## src/rtl/gpio_input_filter_if.sv

```systemverilog
`default_nettype none
// =============================================================================
// gpio_input_filter_if : pin, configuration and status bundle of the GPIO
// input filter.  Revision: 1.0
// =============================================================================
interface gpio_input_filter_if #(
  parameter int NUM_GPIO = 32,
  parameter int CNT_W    = 16
);
  logic [NUM_GPIO-1:0] gpio_sync;
  logic [CNT_W-1:0]    filt_cycles;
  logic [NUM_GPIO-1:0] rise_en;
  logic [NUM_GPIO-1:0] fall_en;
  logic [NUM_GPIO-1:0] irq_mask;
  logic [NUM_GPIO-1:0] irq_clr;
  logic [NUM_GPIO-1:0] gpio_filt;
  logic [NUM_GPIO-1:0] irq_status;
  logic                irq;

  modport master (
    output gpio_sync, filt_cycles, rise_en, fall_en, irq_mask, irq_clr,
    input  gpio_filt, irq_status, irq
  );

  modport slave (
    input  gpio_sync, filt_cycles, rise_en, fall_en, irq_mask, irq_clr,
    output gpio_filt, irq_status, irq
  );
endinterface
`default_nettype wire

```

## src/rtl/gpio_input_filter.sv

```systemverilog
`default_nettype none
// =============================================================================
// gpio_input_filter : per-pin glitch filter with sticky edge-event status
// and a masked level interrupt.  Revision: 1.0
// =============================================================================
module gpio_input_filter #(
  parameter int NUM_GPIO = 32,
  parameter int CNT_W    = 16
) (
  input  logic               sys_clk,
  input  logic               rst,
  gpio_input_filter_if.slave bus
);

  localparam logic [CNT_W-1:0] C_CNT_ONE = CNT_W'(1);

  logic [NUM_GPIO-1:0] filt_q,   filt_d;
  logic [NUM_GPIO-1:0] status_q, status_d;
  logic [CNT_W-1:0]    cnt_q [NUM_GPIO];
  logic [CNT_W-1:0]    cnt_d [NUM_GPIO];
  logic [CNT_W-1:0]    w_n_eff_m1;
  logic [NUM_GPIO-1:0] w_qualify;
  logic [NUM_GPIO-1:0] w_rise;
  logic [NUM_GPIO-1:0] w_fall;

  // A programmed length of 0 behaves as 1, so the threshold is clamped at 0.
  assign w_n_eff_m1 = (bus.filt_cycles == '0) ? '0 : (bus.filt_cycles - C_CNT_ONE);

  always_comb begin
    filt_d    = filt_q;
    w_qualify = '0;
    w_rise    = '0;
    w_fall    = '0;
    for (int i = 0; i < NUM_GPIO; i++) begin
      cnt_d[i] = cnt_q[i];
      if (bus.gpio_sync[i] == filt_q[i]) begin
        cnt_d[i] = '0;
      end else if (cnt_q[i] >= w_n_eff_m1) begin
        // >= so a length lowered mid-count qualifies on the next differing sample
        w_qualify[i] = 1'b1;
        filt_d[i]    = bus.gpio_sync[i];
        cnt_d[i]     = '0;
      end else begin
        cnt_d[i] = cnt_q[i] + C_CNT_ONE;
      end
      w_rise[i] = w_qualify[i] &  bus.gpio_sync[i];
      w_fall[i] = w_qualify[i] & ~bus.gpio_sync[i];
    end
    status_d = (status_q & ~bus.irq_clr) | (w_rise & bus.rise_en) | (w_fall & bus.fall_en);
  end

  always_ff @(posedge sys_clk) begin
    if (rst) begin
      filt_q   <= '0;
      status_q <= '0;
      for (int i = 0; i < NUM_GPIO; i++) begin
        cnt_q[i] <= '0;
      end
    end else begin
      filt_q   <= filt_d;
      status_q <= status_d;
      for (int i = 0; i < NUM_GPIO; i++) begin
        cnt_q[i] <= cnt_d[i];
      end
    end
  end

  assign bus.gpio_filt  = filt_q;
  assign bus.irq_status = status_q;
  assign bus.irq        = |(status_q & bus.irq_mask);

endmodule
`default_nettype wire
```

## src/flat_wrapper.sv

```systemverilog
// flat-port wrapper written by rule: the top's interface ports become plain ports
module gpio_input_filter_flat 
#(
  parameter int NUM_GPIO = 32,
  parameter int CNT_W    = 16
)
  (sys_clk, rst, bus_gpio_sync, bus_filt_cycles, bus_rise_en, bus_fall_en, bus_irq_mask, bus_irq_clr, bus_gpio_filt, bus_irq_status, bus_irq);
  gpio_input_filter_if #(.NUM_GPIO(NUM_GPIO), .CNT_W(CNT_W)) bus_i ();
  input  logic sys_clk;
  input  logic rst;
  input wire logic [$bits(bus_i.gpio_sync)-1:0] bus_gpio_sync;
  input wire logic [$bits(bus_i.filt_cycles)-1:0] bus_filt_cycles;
  input wire logic [$bits(bus_i.rise_en)-1:0] bus_rise_en;
  input wire logic [$bits(bus_i.fall_en)-1:0] bus_fall_en;
  input wire logic [$bits(bus_i.irq_mask)-1:0] bus_irq_mask;
  input wire logic [$bits(bus_i.irq_clr)-1:0] bus_irq_clr;
  output wire logic [$bits(bus_i.gpio_filt)-1:0] bus_gpio_filt;
  output wire logic [$bits(bus_i.irq_status)-1:0] bus_irq_status;
  output wire logic [$bits(bus_i.irq)-1:0] bus_irq;
  assign bus_i.gpio_sync = bus_gpio_sync;
  assign bus_i.filt_cycles = bus_filt_cycles;
  assign bus_i.rise_en = bus_rise_en;
  assign bus_i.fall_en = bus_fall_en;
  assign bus_i.irq_mask = bus_irq_mask;
  assign bus_i.irq_clr = bus_irq_clr;
  assign bus_gpio_filt = bus_i.gpio_filt;
  assign bus_irq_status = bus_i.irq_status;
  assign bus_irq = bus_i.irq;
  gpio_input_filter #(.NUM_GPIO(NUM_GPIO), .CNT_W(CNT_W)) u_core (.sys_clk(sys_clk), .rst(rst), .bus(bus_i));
endmodule
```

## config.mk

```make
export PLATFORM = sky130hd
export DESIGN_NAME = gpio_input_filter_flat
export DESIGN_NICKNAME = d
export VERILOG_FILES = /design/src/rtl/gpio_input_filter_if.sv /design/src/rtl/gpio_input_filter.sv /design/src/flat_wrapper.sv
export SDC_FILE = /design/constraint.sdc
export NUM_CORES = 2
export LEC_CHECK = 0
export ABC_AREA = 0
export CORE_UTILIZATION = 60
export DETAILED_ROUTE_END_ITERATION = 10
export HOLD_SLACK_MARGIN = 0.06
export PLACE_DENSITY_LB_ADDON = 0.3
export SYNTH_ARGS = -nofsm -noshare
export SYNTH_HDL_FRONTEND = slang
export SYNTH_SLANG_ARGS = --single-unit
```

## constraint.sdc

```tcl
create_clock -name sys_clk -period 5.45 [get_ports sys_clk]
set_input_delay 1.635 -clock sys_clk [delete_from_list [all_inputs] [get_ports sys_clk]]
set_output_delay 1.635 -clock sys_clk [all_outputs]
set_load 0.005 [all_outputs]
```

## Yosys cells after proc, flatten, opt, wreduce, memory -nomap -nowiden

Memories as Yosys holds them, arrays and structs flattened.
Index checks and enable logic that the tools add are counted.
Widths: inputs -> output; s select.

- Equal/unequal tests: 32
- Add/subtract/negate cells: 33
- Order comparisons: 32
- Reductions and logical operators: 34
- Bitwise operators: 167
- Multiplexer cells: 164

Operators with widths:

| kind | count |
|---|---|
| $mux 16 | 97 |
| $add 16x1->16 const B | 32 |
| $ge 16x16->1 | 32 |
| $and 32x32->32 | 4 |
| $mux 1 | 67 |
| $and 1x1->1 | 64 |
| $not 1->1 | 64 |
| $or 32x32->32 | 2 |
| $reduce_and 2->1 | 32 |
| $eq 1x1->1 | 32 |
| $not 32->32 | 1 |
| $or 1x1->1 | 32 |
| $reduce_or 32->1 | 1 |
| $logic_not 16->1 | 1 |
| $sub 16x1->16 const B | 1 |

- Flip-flop bits (word level): 64
- RAM bits: 512
- Memories kept: 1
- Word-level logic and storage cells: 496
- Output and inout port bits: 65

Memory list:

| memory | depth | bits a word | read ports | clocked after memory_dff | wr ports | RTL line | RTL |
|---|---|---|---|---|---|---|---|
| u_core.cnt_q | 32 | 16 | 32 | 0 | 32 | gpio_input_filter.sv:19 | `logic [CNT_W-1:0] cnt_q [NUM_GPIO];` |

## Logic depth before layout (Yosys ltp)

- Word-level depth: 9
- Gate-level depth with buffers: 13

## Worst setup path before layout

No wires, ideal clock.

- Path kind: input to register
- From: input port bus_filt_cycles[5]
- To: register u_core.status_q[13] (netlist: u_core.bus.irq_status[13])
- Slack: 0.520 ns
- Library setup time: 0.117 ns
- Stages on the path: 11
- Arrival: 4.813 ns
- Buffers on the path: 0
- Cell sequence: nor4_2 -> nand2_1 -> or4_1 -> xnor2_1 -> nand2_1 -> ha_1 -> and4_1 -> nor4b_1 -> a311oi_1 -> o21ai_2 -> a32o_1

- Longest elaborated chain between the ends: 9
- Elaborated cells between the ends (all ways): 12

RTL lines:

| element | RTL line | RTL |
|---|---|---|
| start: declaration | flat_wrapper.sv:12 | `input wire logic [$bits(bus_i.filt_cycles)-1:0] bus_filt_cycles;` |
| $sub 16x1->16 or $logic_not 16->1 (tied branches) | gpio_input_filter.sv:27 | `assign w_n_eff_m1 = (bus.filt_cycles == '0) ? '0 : (bus.filt_cycles - C_CNT_ONE);` |
| $mux 16 (*) | gpio_input_filter.sv:27 |  |
| $ge 16x16->1 (*) | gpio_input_filter.sv:38 | `end else if (cnt_q[i] >= w_n_eff_m1) begin` |
| $mux 1 (*) | gpio_input_filter.sv:38 |  |
| $mux 1 (*) | gpio_input_filter.sv:36 | `if (bus.gpio_sync[i] == filt_q[i]) begin` |
| $and 1x1->1 | gpio_input_filter.sv:46 | `w_rise[i] = w_qualify[i] & bus.gpio_sync[i];` |
| $and 32x32->32 | gpio_input_filter.sv:49 | `status_d = (status_q & ~bus.irq_clr) \| (w_rise & bus.rise_en) \| (w_fall & bus.fall_en);` |
| $or 32x32->32 | gpio_input_filter.sv:49 |  |
| $or 32x32->32 (*) | gpio_input_filter.sv:49 |  |
| end signal: assignment | gpio_input_filter.sv:61 | `status_q <= status_d;` |
| end: declaration | gpio_input_filter.sv:18 | `logic [NUM_GPIO-1:0] status_q, status_d;` |

Every way passes the cells marked *; elsewhere a longest branch is shown, timed or not.
A chain may end at the register's enable or synchronous reset.

## Worst setup path in the final report

- From: input port bus_irq_mask[11]
- To: output port bus_irq

- Longest elaborated chain between the ends: 2

RTL lines:

| element | RTL line | RTL |
|---|---|---|
| start: declaration | flat_wrapper.sv:15 | `input wire logic [$bits(bus_i.irq_mask)-1:0] bus_irq_mask;` |
| $and 32x32->32 | gpio_input_filter.sv:70 | `assign bus.irq = \|(status_q & bus.irq_mask);` |
| $reduce_or 32->1 | gpio_input_filter.sv:70 |  |
| end: declaration | flat_wrapper.sv:19 | `output wire logic [$bits(bus_i.irq)-1:0] bus_irq;` |

No other way between the ends.

==> results.sh <==
export IMPL_wl_per_cell_um=17.8
export IMPL_fp_dieW_um=245
export IMPL_crit_top_cell="clkdlybuf4s50_1"
export IMPL_cts_buffers=66
export IMPL_cp_top_family="buffers and inverters"
export IMPL_rows=88
export IMPL_setup_viol=0
export IMPL_maxSlewViolCount=0
export IMPL_fin_cells=5202
export IMPL_syn_nets=4781
export IMPL_synth_area_um2=35300
export IMPL_via_per_inst=5.91
export IMPL_synth_top_area_cell="dfxtp_1"
export IMPL_dp_hpwl_um=65200
export IMPL_fin_nets=5115
export IMPL_gp_congestion=0.890
export IMPL_track_usage=0.306
export IMPL_drive_gt1_frac=0.0618
export IMPL_port_buffers=242
export IMPL_slew_headroom=0.410
export IMPL_overflow=0
export IMPL_clkSlewWorstSetupHoldPaths_ns=0.06
export IMPL_crit_chain="clkdlybuf4s50_1 > a22oi_1 > buf_4 > nand4_1 > or4_1 > clkdlybuf4s50_1"
export IMPL_io_pins=243
export IMPL_start_util=0.610
export IMPL_gr_usage_met3=0.0558
export IMPL_peakVddDrop_mv=0.192
export IMPL_grt_max_degree=54
export IMPL_synth_area_leaders="dfxtp_1 (33%), ha_1 (19%), xor2_1 (7.7%)"
export IMPL_groute_layer_met2_usage=0.498
export IMPL_htree_levels=3
export IMPL_required_ns=3.82
export IMPL_power_frac_seq=0.445
export IMPL_drtIter0Drc=1895
export IMPL_p_sw_frac=0.242
export IMPL_p_leak_nw=17.2
export IMPL_pwr_share_clk=0.464
export IMPL_insertion_delay_ns=0.60
export IMPL_met1_usage=0.398
export IMPL_grt_pass1_wl_um=148000
export IMPL_cts_resized=0
export IMPL_syn_to_final_growth_pct=17.3
export IMPL_die_h_um=245
export IMPL_finalClockSkew_ns=0.0120
export IMPL_ys_types=55
export IMPL_min_period_ns=5.21
export IMPL_synthFlopType="dfxtp_1"
export IMPL_tns_ns=0
export IMPL_core_area_um2=57900
export IMPL_netlist_instances=4057
export IMPL_post_place_cells=5088
export IMPL_power_internal_mw=7.28
export IMPL_hold_viol=0
export IMPL_synthDominantCellAreaShare=0.327
export IMPL_ff2ff_path_depth=7
export IMPL_maxCapViolCount=0
export IMPL_async_flop_share=0
export IMPL_yosysSeqAreaShare=0.327
export IMPL_syn_area_per_cell_um2=8.70
export IMPL_whs_ns=0.459
export IMPL_critPathMaxFanout=1
export IMPL_p_per_area_nw_per_um2=232
export IMPL_postCtsSetupRepairBufs=0
export IMPL_worst_path_stages=6
export IMPL_whs_path_depth=1
export IMPL_switchingPower_mw=2.32
export IMPL_final_antenna_net_count=0
export IMPL_cts_root_buffer="clkbuf_16"
export IMPL_rrSetupSlack_ns=3.03
export IMPL_synth_enable_flop_cells=0
export IMPL_n_antenna_cell=0
export IMPL_antenna_found_initial=4
export IMPL_max_freq_ghz=0.192
export IMPL_path_buf_inv=3
export IMPL_dieArea_um2=59800
export IMPL_drc=0
export IMPL_synthTopCellsByCount="nor2_1 (579), dfxtp_1 (576), ha_1 (546), nand2_1 (363), xor2_1 (309)"
export IMPL_cts_tree="built"
export IMPL_via_count=30700
export IMPL_cpMaxStageDelayCell="or4_1"
export IMPL_tightestPinTransition_ns=0.885
export IMPL_grt_setup_unrepaired="no"
export IMPL_worstSetupPathType="in2out"
export IMPL_synth_most_common_cell="nor2_1"
export IMPL_drt_first_pass_iters=5
export IMPL_comb_power_share=0.091
export IMPL_grt_pass1_vias=29200
export IMPL_slowest_delay_ns=0.50
export IMPL_yosysWarnings=0
export IMPL_finalCritPeriodShare=0.956
export IMPL_grt_busiest_layer="met2"
export IMPL_holdBufCountCts=0
export IMPL_status="finished, final reports clean"
export IMPL_cts_sinks=576
export IMPL_synth_seq_cells=576
export IMPL_worstSetupStartpointType="input pin"
export IMPL_wl_um=92600
export IMPL_min_delay_path_class="reg2reg"
export IMPL_clock_path_buffers=3
export IMPL_cp_arrival_ns=3.57
export IMPL_cp_end_kind="primary output"
==> worst reg2reg max path, cell delays in order (launching register included) <==
cell	delay, ns
dfxtp_1	0.47
inv_1	0.08
ha_1	0.31
nand2b_4	0.15
a2111o_1	0.41
a32oi_1	0.31
nand4_2	0.41
nor2_1	0.21
==> stage by stage <==
stage	setup slack (ns)	cell area, um^2	total power, mW	util
2_1_floorplan	0.520	35300	4.79	-
3_3_place_gp	-0.0317	39300	5.19	0.678
3_5_place_dp	-0.101	39300	5.21	0.678
4_1_cts	0.232	41400	9.66	0.715
5_1_grt	0.140	41400	9.92	0.715
6_report	0.242	41400	9.60	0.715
==> placed cells by master, fill, tap and decap left out, types with 27 or more instances in the layout <==
master	synthesis	layout
nor2_1	579	579
nor3_2	40	40
nand2_1	363	349
nand4_1	141	141
ha_1	546	546
clkdlybuf4s50_1	0	241
dfxtp_1	576	576
nand2b_1	31	30
inv_1	110	110
clkbuf_16	0	71
xnor2_1	181	181
and4_1	55	55
nand3_1	215	215
xor2_1	309	309
and3_1	97	97
a22oi_1	27	27
nor3_1	96	96
o21ai_0	126	126
a21o_1	28	28
a21oi_1	171	171
buf_4	0	77
==> worst paths after layout <==
| kind | start | end |
|---|---|---|
| min reg2reg | u_core.cnt_q[0][304] | u_core.cnt_q[0][304] |
| min | u_core.cnt_q[0][304] | u_core.cnt_q[0][304] |
| max | bus_irq_mask[11] | bus_irq |
| max reg2reg | u_core.cnt_q[0][48] | u_core.cnt_q[0][53] |
==> power by group through the flow <==
stage / logic (mW) / clock network, mW / registers, mW
final: 0.873 / 4.46 / 4.27
after global routing: 0.960 / 4.70 / 4.27
after CTS: 0.866 / 4.52 / 4.27
after detailed placement: 0.854 / 0 / 4.36
after global placement: 0.831 / 0 / 4.36
after floorplan: 0.437 / 0 / 4.35
==> sequential cells by signal, summed over array words and instances, names as in the netlist <==
register	cells
u_core.bus.gpio_filt	32
u_core.cnt_q	512
u_core.bus.irq_status	32
==> final cells by class <==
type	instances	area, um^2
Multi-Input combinational cell	3302	23100
Sequential cell	576	11500
Fill cell	4449	16500
Timing Repair Buffer	334	3310
Clock inverter	16	159
Tap cell	765	957
Inverter	111	418
Clock buffer	98	2000
==> layer usage <==
layer / routed length (um) / up-vias
met5: 41 / -
met4: 3350 / 6
met3: 6270 / 202
met2: 41500 / 882
met1: 41400 / 14500
li1: - / 15100
==> cell families (layout without fill, tap and decap cells) <==
family,after synthesis,count (layout),share of synthesized area
XOR/XNOR,490,490,0.122
AND/OR/NAND/NOR,1728,1728,0.240
adder cells (fa/ha/maj),546,546,0.193
AO/OA/AOI/OAI,524,524,0.0935
buffers and inverters,179,559,0.0215
multiplexers,14,14,0.00397
flip-flops,576,576,0.327
Power figures use the tool's default switching activity.
